==> src/rtl/operand_loader_pkg.sv <==
// Shared constants for the operand entry block: state encoding and nibble width.
package operand_loader_pkg;
    localparam int NIB_W = 4;

    typedef enum logic [1:0] {
        IDLE  = 2'd0,
        ENTRY = 2'd1,
        WRITE = 2'd2
    } state_t;
endpackage

==> src/rtl/operand_loader_edge_sync.sv <==
// Two-flop synchronizer followed by a rising-edge detector for one button level.
module edge_sync (
    input  logic clk_i,
    input  logic rst_i,
    input  logic btn_i,
    output logic ev_o
);
    // sh[0..1] synchronize, sh[2] holds the previous synchronized level
    logic [2:0] sh;

    always_ff @(posedge clk_i or posedge rst_i) begin
        if (rst_i) sh <= '0;
        else       sh <= {sh[1:0], btn_i};
    end

    assign ev_o = sh[1] & ~sh[2];
endmodule

==> src/rtl/operand_loader.sv <==
// Nibble-serial operand entry feeding two DEPTHxN operand memories with async read ports.
module operand_loader
    import operand_loader_pkg::*;
#(
    parameter int N     = 32,
    parameter int DEPTH = 8,
    parameter int AW    = 3,
    localparam int CW   = $clog2(N / NIB_W) + 1
) (
    input  logic             clk_i,
    input  logic             rst_i,
    input  logic [NIB_W-1:0] nibble_i,
    input  logic             push_i,
    input  logic             commit_i,
    input  logic             clear_i,
    input  logic             sel_mem_i,
    input  logic [AW-1:0]    waddr_i,
    input  logic [AW-1:0]    addra_i,
    input  logic [AW-1:0]    addrb_i,
    output logic [N-1:0]     opea_o,
    output logic [N-1:0]     opeb_o,
    output logic [N-1:0]     shadow_o,
    output logic [CW-1:0]    count_o,
    output logic [1:0]       state_o,
    output logic             wr_done_o
);
    localparam logic [CW-1:0] CNT_MAX = CW'(N / NIB_W);

    logic [2:0]    ev;
    logic          push_ev, commit_ev, clear_ev;
    state_t        state;
    logic          tgt_sel;
    logic [AW-1:0] tgt_addr;
    logic [N-1:0]  mem_a [DEPTH];
    logic [N-1:0]  mem_b [DEPTH];

    edge_sync u_sync [2:0] (
        .clk_i (clk_i),
        .rst_i (rst_i),
        .btn_i ({clear_i, commit_i, push_i}),
        .ev_o  (ev)
    );

    assign {clear_ev, commit_ev, push_ev} = ev;

    // Priority is clear > commit > push in every state; a lower event is dropped
    always_ff @(posedge clk_i or posedge rst_i) begin
        if (rst_i) begin
            state     <= IDLE;
            shadow_o  <= '0;
            count_o   <= '0;
            wr_done_o <= 1'b0;
            tgt_sel   <= 1'b0;
            tgt_addr  <= '0;
        end else begin
            wr_done_o <= 1'b0;
            case (state)
                IDLE: begin
                    if (!clear_ev && !commit_ev && push_ev) begin
                        shadow_o <= N'(nibble_i);
                        count_o  <= CW'(1);
                        state    <= ENTRY;
                    end
                end
                ENTRY: begin
                    if (clear_ev) begin
                        shadow_o <= '0;
                        count_o  <= '0;
                        state    <= IDLE;
                    end else if (commit_ev) begin
                        tgt_sel   <= sel_mem_i;
                        tgt_addr  <= waddr_i;
                        wr_done_o <= 1'b1;
                        state     <= WRITE;
                    end else if (push_ev) begin
                        shadow_o <= {shadow_o[N-NIB_W-1:0], nibble_i};
                        if (count_o != CNT_MAX) count_o <= count_o + CW'(1);
                    end
                end
                WRITE: begin
                    count_o <= '0;
                    state   <= IDLE;
                end
                default: state <= IDLE;
            endcase
        end
    end

    assign state_o = state;

    always_ff @(posedge clk_i or posedge rst_i) begin
        if (rst_i) begin
            for (int i = 0; i < DEPTH; i++) begin
                mem_a[i] <= '0;
                mem_b[i] <= '0;
            end
        end else if (state == WRITE) begin
            if (tgt_sel) mem_b[tgt_addr] <= shadow_o;
            else         mem_a[tgt_addr] <= shadow_o;
        end
    end

    assign opea_o = mem_a[addra_i];
    assign opeb_o = mem_b[addrb_i];
endmodule

==> config.mk <==
export PLATFORM = sky130hd
export DESIGN_NAME = operand_loader
export DESIGN_NICKNAME = d
export VERILOG_FILES = /design/src/rtl/operand_loader_pkg.sv /design/src/rtl/operand_loader_edge_sync.sv /design/src/rtl/operand_loader.sv
export SDC_FILE = /design/constraint.sdc
export NUM_CORES = 1
export LEC_CHECK = 0
export BUFFER_PORTS_ARGS = -buffer_cell sky130_fd_sc_hd__buf_2
export CAP_MARGIN = 30
export CORE_ASPECT_RATIO = 1.1
export CORE_MARGIN = 2
export CORE_UTILIZATION = 30
export DETAILED_ROUTE_END_ITERATION = 7
export GPL_TIMING_DRIVEN = 1
export SETUP_SLACK_MARGIN = 0.2
export SLEW_MARGIN = 30
export SYNTH_ARGS = -nofsm -noshare
export SYNTH_HDL_FRONTEND = slang
export SYNTH_SLANG_ARGS = --single-unit
==> constraint.sdc <==
create_clock -name clk_i -period 17.9 [get_ports clk_i]
set_input_delay 0 -clock clk_i [delete_from_list [all_inputs] [get_ports clk_i]]
set_output_delay 0 -clock clk_i [all_outputs]
set_load 0.02 [all_outputs]
==> flow_summary.toml, run 1 <==
[sta]
setup_violations = 0
period_minus_slack_ns = 2.75
worstMarginPinSlew_ns = 0.881
slew_violations = 0
setup_tns_ns = 0
whs_ns = 0.0217
fin_worst_skew_ns = 0.0232
finalHoldViolations = 0
fmax_mhz = 364
rsz0062_at_grt = "false"
worst_slack_ns = 15.15
slew_headroom = 0.413
min_period_over_period = 0.154

[critical_path]
cp.arrival_ns = 3.44
cpMaxStageDelayCell = "buf_4"
worst-setup-path-type = "input pin to asynchronous set/reset pin"
ff2ff_path_depth = 7
worstPathCellList = "dlygate4sd3_1, buf_2, inv_8, buf_4, buf_6, buf_6"
endpoint = "mem_b[46]"
ff2ff_setup_slack_ns = 15.24
worstSetupStartpoint = "rst_i"
cp_top_family = "buffers and inverters"
crit_top_cell = "buf_6"
crit_buf_inv = 6
cp.required_ns = 18.59
cp.depth = 6
setup.worst_path.end_class = "asynchronous set/reset pin"
path_max_fanout = 108
start_kind = "input pin"
r2r_start = "state_o[0]"
rr_endpoint = "mem_a[106]"
cp_slowest_stage_delay_ns = 0.76

[power]
vdd_drop_max_v = 0.0000780
power.total_w = 0.00311
power.density_nw_per_um2 = 110
leakage_nw = 13.2

[synth]
synth_xor_area_frac = 0
synth-adder-area-share = 0.00254
syn_area_per_cell_sq_um = 13.8
syn_area_sq_um = 24600
seq_area_frac_synth = 0.573
ys_seq_elements = 564
synth_top_area_cell = "dfrtp_1"
yosys.area.top_type_share = 0.573
syn_nets = 1808
synth_top_family_by_area = "multiplexers"
yosys_warnings = 0
synth_compound_area_frac = 0.0498
muxShareOfSynthArea = 0.295
synthCells = 1784
yosys.area_share.simple = 0.0466
synth.distinct_cells = 34
synth_area_leaders = "dfrtp_1 (57%), mux2_2 (18%), mux4_2 (12%)"

[grt]
antenna_found_initial = 1
grtUsageTotal = 0.159
grt_pass1_vias = 16200
grt_max_degree = 109
grt_pass1_wl_microns = 103000
overflow = 0

[routing]
first_iter_violations = 847
vias_per_cell = 5.02
vias = 14900
totalWireLength_microns = 66300
firstDrtPassIters = 4
detail-route-antenna-nets = 0
wire_per_inst_microns = 22.4
drc_errors = 0

[min_path]
hold_class = "input pin to asynchronous set/reset pin"

[floorplan]
dieArea_sq_um = 84400
die_width_microns = 277
io_pins = 122
die_h_microns = 305
initial_utilization = 0.302
placementRows = 110
fp.coreArea_sq_um = 81600

[cts]
clockRootBuffer = "clkbuf_16"
clock-sinks = 564
path_clk_slew_ns = 0.06
htree_levels = 2
cts_buffers = 56
insertion_delay_ns = 0.64
cts_buffer_depth = 3
cts_tree = "done"
cts_setup_buffers = 0

[cells_and_area]
layout_commonest_cell = "dfrtp_1"
final_cell_mix = "dfrtp_1 (564), mux2_2 (388), o21ai_0 (229), nand2_1 (198), mux4_2 (128)"
nets = 1880
drive_above_1_share = 0.411
fillers = 7872
utilization = 0.348
antenna_cells = 0
syn2layout_area_growth_pct = 15.2

[placed_design]
dp_hpwl_microns = 39700
io_buffers = 121
place_ws_ns = 14.32
gp_congestion = 0.733

[run_status]
run_status = "completed"

[flow_run]
maxCapViolCount = 0
[report_power, final]
group	internal (W)	switching, W
Combinational	0.000159	0.000243
Clock	0.000729	0.000516
Sequential	0.00138	0.0000897
Total	0.00226	0.000848
[cell families after synthesis]
group	Yosys count
flops	564
mux	517
simple gates	271
compound gates	238
buf+inv	189
fa+ha+maj	5
[metal layers]
metal  up-vias  GRT usage  wire, microns
met5         -          0              0
met4         0     0.0470           1740
met3        91     0.0251           2730
met2       297      0.279          34300
met1      8016      0.201          27600
li1       6502          -              -
[worst min-delay path by stage]
stage | from | to | slack, ns | cells past startpoint
2_1_floorplan | push_i | u_sync[0].sh[0] | 0.03 | 0
3_3_place_gp | push_i | u_sync[0].sh[0] | 0.12 | 1
3_5_place_dp | commit_i | u_sync[1].sh[0] | 0.11 | 1
4_1_cts | rst_i | count_o[3] | 0.07 | 3
5_1_grt | rst_i | count_o[3] | 0.11 | 3
6_report | rst_i | count_o[2] | 0.02 | 3
[tightest hold or removal path, stage by stage]
cell	delay, ns
dlygate4sd3_1	0.53
buf_2	0.15
inv_8	0.45
[cell usage after synthesis]
cell       instances
nand2_1          199
nand3b_1           8
nor2b_1            3
a21oi_2            1
nor2_1            12
nand4_1            1
or3_1              2
o21ai_0          229
o2bb2ai_1          1
buf_2             49
mux2_2           388
mux2i_1            1
nand3_1           36
a22o_1             1
mux4_2           128
ha_1               5
buf_4             11
clkbuf_1          84
buf_1              4
a221oi_4           1
nand4b_1           1
nor3b_1            1
a21oi_1            1
dfrtp_1          564
o21ai_1            3
buf_6              2
nand2b_1           4
clkbuf_2           1
inv_1             38
nand2b_4           1
nor3_1             1
o31ai_1            1
and2_1             1
nor3b_2            1
[per-stage QoR]
step           cell area [sq um]  instances
3_3_place_gp               26200       2847
5_1_grt                    28400       2968
6_report                   28400       2968
2_1_floorplan              24600       1784
4_1_cts                    28400       2968
3_5_place_dp               26200       2847
[layout make-up]
type | instances | area, sq um | area share
flip-flops and latches | 564 | 14100 | 0.497
multi-input cells | 1031 | 9790 | 0.345
clock buffers | 86 | 1730 | 0.0611
well taps | 1064 | 1330 | 0.0469
repair buffers | 165 | 1000 | 0.0353
clock inverters | 20 | 265 | 0.00934
inverters | 38 | 150 | 0.00529
[sequential cells by signal, indices dropped and copies added (netlist names)]
name       count
shadow_o      32
tgt_sel        1
count_o        4
state_o        2
mem_a        256
mem_b        256
u_sync.sh      9
tgt_addr       3
wr_done_o      1
[timing repair]
| item | CTS | global route |
|---|---|---|
| resized for setup | 0 | 0 |
| hold buffers | 15 | 0 |
| endpoints found under the hold margin | 116 | 0 |
| endpoints found under the setup margin | 0 | 0 |
Power figures use the tool's default switching activity.
==> run 2: changes to the inputs <==
- clock period: 17.9 -> 2.8 ns (I/O delays scaled with it)
==> flow_summary.toml, run 2 (synthesis gave the netlist of run 1 again) <==
[cells_and_area]
syn2layout_area_growth_pct = 17.1
biggestRegsByFlops = "mem_a x256, mem_b x256, shadow_o x32"
utilization = 0.354
finish.instance_area_sq_um = 28900
layout_commonest_cell = "dfrtp_1"
instances_no_fill = 2998
drive_above_1_share = 0.416
nets = 1910
antenna_cells = 0
final_cell_mix = "dfrtp_1 (564), mux2_2 (388), o21ai_0 (229), nand2_1 (198), mux4_2 (128)"

[grt]
overflow = 0
grt_pass1_wl_microns = 101000
grt_pass1_vias = 16100
grtUsageTotal = 0.156
antenna_found_initial = 2
grt_util_met1 = 0.197
met2_usage = 0.273
use_met3 = 0.0267
grt_max_degree = 98
grt.busiest_layer = "met2"

[sta]
worstMarginPinSlew_ns = 0.765
setup_tns_ns = 0
setup_violations = 0
period_minus_slack_ns = 2.28
min_period_over_period = 0.813
slew_headroom = 0.489
slew_violations = 0
finalHoldViolations = 0
fin_worst_skew_ns = 0.0440
fmax_mhz = 439
rsz0062_at_grt = "false"

[power]
pwr-share-comb = 0.131
leakage_nw = 13.4
power.share.clock = 0.402
power_frac_seq = 0.467
p_int_w = 0.0147
p_sw_w = 0.00548
power.density_nw_per_um2 = 698
p_sw_frac = 0.272
vdd_drop_max_v = 0.000454

[cts]
insertion_delay_ns = 0.65
htree_levels = 2
clockRootBuffer = "clkbuf_16"
clock-sinks = 564
cts_tree = "done"
post_cts_resized = 0
cts_buffers = 61
cts_buffer_depth = 3
path_clk_slew_ns = 0.06

[floorplan]
dieArea_sq_um = 84400
initial_utilization = 0.302
placementRows = 110
fp.coreArea_sq_um = 81600
io_pins = 122
die_width_microns = 277
die_h_microns = 305

[flow_run]
maxCapViolCount = 0

[routing]
vias = 14900
drc_errors = 0
vias_per_cell = 4.97
wire_per_inst_microns = 21.9
totalWireLength_microns = 65500
firstDrtPassIters = 4
first_iter_violations = 946
detail-route-antenna-nets = 0

[placed_design]
place_area_sq_um = 26600
dp_hpwl_microns = 41500
gp_congestion = 0.767
dp.cells = 2872
io_buffers = 121

[critical_path]
cp.required_ns = 3.28
ff2ff_path_depth = 7
ff2ff_setup_slack_ns = 0.52
cp.arrival_ns = 2.76
rr_endpoint = "mem_a[126]"
worst-setup-path-type = "flip-flop to flip-flop"
r2r_start = "state_o[0]"
path_max_fanout = 38
setup.worst_path.end_class = "flip-flop"
start_kind = "flip-flop"

[min_path]
hold_class = "input pin to asynchronous set/reset pin"

[run_status]
run_status = "completed"
==> run 2: cell count changes in the layout (fill, tap and decap cells not counted), sizes merged <==
cell / before / now
buf: 150 / 175
clkbuf: 86 / 94
inv: 40 / 38
bufinv: 4 / 3
clkinv: 10 / 11
clkinvlp: 4 / 3
==> run 2: what timing repair did <==
| item | 4_1_cts | 5_1_grt |
|---|---|---|
| endpoints found under the setup margin | 0 | 0 |
| setup buffers | 0 | 0 |
| hold endpoints to repair | 21 | 0 |
| hold buffers | 15 | 0 |
==> run 2: power by group through the flow <==
| stage | clock (W) | sequential [W] | combinational (W) |
|---|---|---|---|
| 6_report | 0.00811 | 0.00940 | 0.00264 |
| 5_1_grt | 0.00866 | 0.00949 | 0.00287 |
| 4_1_cts | 0.00832 | 0.00940 | 0.00270 |
| 3_5_place_dp | 0 | 0.00955 | 0.00267 |
| 3_3_place_gp | 0 | 0.00948 | 0.00260 |
| 2_1_floorplan | 0 | 0.00932 | 0.00185 |
==> run 2: how the worst max path moves through the flow <==
stage	start	end	slack [ns]
detailed placement	state_o[0]	mem_a[118]	0.52
global placement	state_o[0]	mem_a[111]	0.62
finish	state_o[0]	mem_a[126]	0.52
CTS	state_o[0]	mem_a[126]	0.53
floorplan	rst_i	count_o[0]	-4.88
global route	state_o[0]	mem_a[118]	0.37
==> run 2: critical path: stages (launching register included) <==
cell and delay [ns]:
dfrtp_1 0.40, inv_1 0.10, ha_1 0.28, nand3b_1 0.32, or3_2 0.52, buf_4 0.28, nand2_1 0.13, o21ai_0 0.10
==> run 2: final cells by class <==
type	count	area [sq um]
fillers	7815	52800
inverters	38	146
repair buffers	190	1420
multi-input cells	1031	9790
well taps	1064	1330
clock buffers	94	1830
flip-flops and latches	564	14100
clock inverters	17	225
==> run 2: per-layer routing <==
metal	wire length [microns]	part of all wire
met1	27600	0.42
met2	33700	0.51
met3	2600	0.040
met4	1640	0.025
met5	0	0
==> run 2: through the flow <==
stage / power (W) / hold slack [ns] / setup slack [ns]
floorplan: 0.0112 / 0.0314 / -4.88
global placement: 0.0121 / 0.110 / 0.622
detailed placement: 0.0122 / 0.110 / 0.525
CTS: 0.0204 / 0.0782 / 0.526
global route: 0.0210 / 0.108 / 0.370
finish: 0.0201 / 0.0771 / 0.525
==> run 3: changes to the inputs <==
- ABC_AREA: not set -> 1
- clock period: 2.8 -> 1.88 ns (I/O delays scaled with it)
==> flow_summary.toml, run 3 <==
[power]
vdd_drop_max_v = 0.000739
power.density_nw_per_um2 = 1090
leakage_nw = 14.2

[critical_path]
path_max_fanout = 64
cp_top_family = "simple AND/OR/NAND/NOR gates"
worst-setup-path-type = "flip-flop to flip-flop"
cp.arrival_ns = 2.25
start_kind = "flip-flop"
crit_buf_inv = 1
cp_slowest_stage_delay_ns = 0.48
cp.required_ns = 2.33
cpMaxStageDelayCell = "nor2_1"
cp.depth = 5
ff2ff_path_depth = 5
worstPathCellList = "nor2_1, nand3_2, buf_12, nand2_1, o21ai_0"
setup.worst_path.end_class = "flip-flop"

[cts]
htree_levels = 2
clockRootBuffer = "clkbuf_16"
clock-sinks = 564
insertion_delay_ns = 0.61
cts_tree = "done"
cts_buffers = 55
cts_buffer_depth = 3
path_clk_slew_ns = 0.06

[routing]
vias = 21800
first_iter_violations = 1947
vias_per_cell = 5.06
firstDrtPassIters = 5
drc_errors = 0
totalWireLength_microns = 84300
wire_per_inst_microns = 19.5
detail-route-antenna-nets = 0

[sta]
slew_headroom = 0.557
setup_violations = 0
period_minus_slack_ns = 1.80
fin_worst_skew_ns = 0.0193
fmax_mhz = 556
worstMarginPinSlew_ns = 0.663
min_period_over_period = 0.956
slew_violations = 0
rsz0062_at_grt = "true"
finalHoldViolations = 0
worst_slack_ns = 0.0819

[synth]
yosys.area.top_type_share = 0.566
yosys_warnings = 0
synth_ff_type = "dfrtp_1"
syn_area_per_cell_sq_um = 8.14
synthCells = 3064
synth_area_leaders = "dfrtp_1 (57%), o21ai_0 (16%), nand2_1 (11%)"
synth-edff-count = 0
seq_area_frac_synth = 0.566
ys_seq_elements = 564
synth_top_area_cell = "dfrtp_1"
async_flop_share = 1.00
syn_area_sq_um = 24900
yosys-top-cells-count = "o21ai_0 (798), nand2_1 (744), dfrtp_1 (564)"
syn_nets = 3088
synth_most_common_cell = "o21ai_0"
synth.distinct_cells = 20

[floorplan]
dieArea_sq_um = 85500
die_width_microns = 279
fp.coreArea_sq_um = 82200
placementRows = 110
io_pins = 122
initial_utilization = 0.304
die_h_microns = 306

[grt]
antenna_found_initial = 1
grtUsageTotal = 0.169
grt_max_degree = 94
overflow = 0
grt_pass1_vias = 20100
grt_pass1_wl_microns = 116000

[placed_design]
io_buffers = 121
gp_congestion = 0.811
dp_hpwl_microns = 46300
place_ws_ns = 0.125

[cells_and_area]
layout_commonest_cell = "nand2_1"
drive_above_1_share = 0.188
final_cell_mix = "nand2_1 (628), o21ai_0 (616), dfrtp_1 (562), nor2_1 (323), o21ai_1 (151)"
multi_input_area_sq_um = 10200
biggestRegsByFlops = "mem_a x256, mem_b x256, shadow_o x32"
utilization = 0.385
nets = 3232
antenna_cells = 0
syn2layout_area_growth_pct = 26.8
seqCellArea_sq_um = 14100
fillers = 8157

[min_path]
hold_class = "input pin to flip-flop"
min_path_cells = 2

[flow_run]
maxCapViolCount = 0

[run_status]
run_status = "completed"
-- run 3: cell count changes in the layout (fill, tap and decap cells not counted), moves of 41 or more --
cell and change:
a21oi_1 +113, buf_2 -52, buf_4 +78, buf_6 +52, inv_1 +102, mux2_2 -388, mux4_2 -128, nand2_1 +430
nand2_2 +73, nor2_1 +320, o21ai_0 +387, o21ai_1 +148, o21ai_2 +41
-- run 3: final timing paths --
kind	startpoint	endpoint	slack, ns
max	tgt_addr[2]	mem_b[237]	0.08
min	commit_i	u_sync[1].sh[0]	0.05
max reg2reg	tgt_addr[2]	mem_b[237]	0.08
min reg2reg	u_sync[1].sh[0]	u_sync[1].sh[1]	0.35
max in group asynchronous	rst_i	mem_a[171]	0.44
min in group asynchronous	rst_i	mem_b[103]	0.51
-- run 3: area by class of cell --
cell class	count	area share
clock buffers	88	0.0535
inverters	157	0.0188
flip-flops and latches	564	0.446
multi-input cells	2105	0.322
clock inverters	12	0.00415
repair buffers	325	0.113
well taps	1064	0.0421
-- run 3: report_power, final --
| part | switching [W] | leakage (nW) | internal [W] | total [W] |
|---|---|---|---|---|
| registers | 0.00107 | 7.75 | 0.0139 | 0.0150 |
| clock network | 0.00486 | 0.897 | 0.00642 | 0.0113 |
| logic | 0.00528 | 5.59 | 0.00296 | 0.00825 |
| total | 0.0112 | 14.2 | 0.0233 | 0.0345 |
-- run 3: worst reg2reg max path: stages, from the launching register on --
cell and delay, ns:
dfrtp_1 0.47, nor2_1 0.49, nand3_2 0.21, buf_12 0.24, nand2_1 0.15, o21ai_0 0.09
-- run 3: metrics by stage --
stage          cells  power [W]  cell area [sq um]  hold WS [ns]  setup TNS, ns
6_report        4315     0.0345              31600        0.0501              0
4_1_cts         4250     0.0333              29700        0.0240              0
5_1_grt         4315     0.0361              31600        0.0413              0
2_1_floorplan   3064     0.0192              25000        0.0314       -3271.02
3_5_place_dp    4128     0.0218              27400        0.0124              0
3_3_place_gp    4128     0.0217              27400        0.0128              0
-- run 3: per-layer routing --
| metal | vias to the layer above | GRT usage | part of all wire |
|---|---|---|---|
| li1 | 10300 | - | - |
| met1 | 10700 | 0.235 | 0.42 |
| met2 | 679 | 0.275 | 0.49 |
| met3 | 169 | 0.0255 | 0.052 |
| met4 | 2 | 0.0469 | 0.039 |
| met5 | - | 0 | 0.00015 |
-- run 3: cell families (layout without fill, tap and decap cells) --
logic type,count (synthesis),after routing,synth area share
AOI/OAI and AO/OA,971,971,0.196
and+or+nand+nor,1127,1128,0.174
adders and majority gates,5,5,0.00251
buffers and inverters,396,582,0.0613
DFF,564,564,0.566
xor gates and xnor gates,1,1,0.000351
-- run 3: timing repair --
action / in CTS / in global routing
hold buffers: 15 / 0
hold endpoints to repair: 340 / 0
setup endpoints to repair: 189 / 588
cloned: 0 / 39
resized for setup: 163 / 395
buffers inserted: 7 / 26
pin swaps: 21 / 51
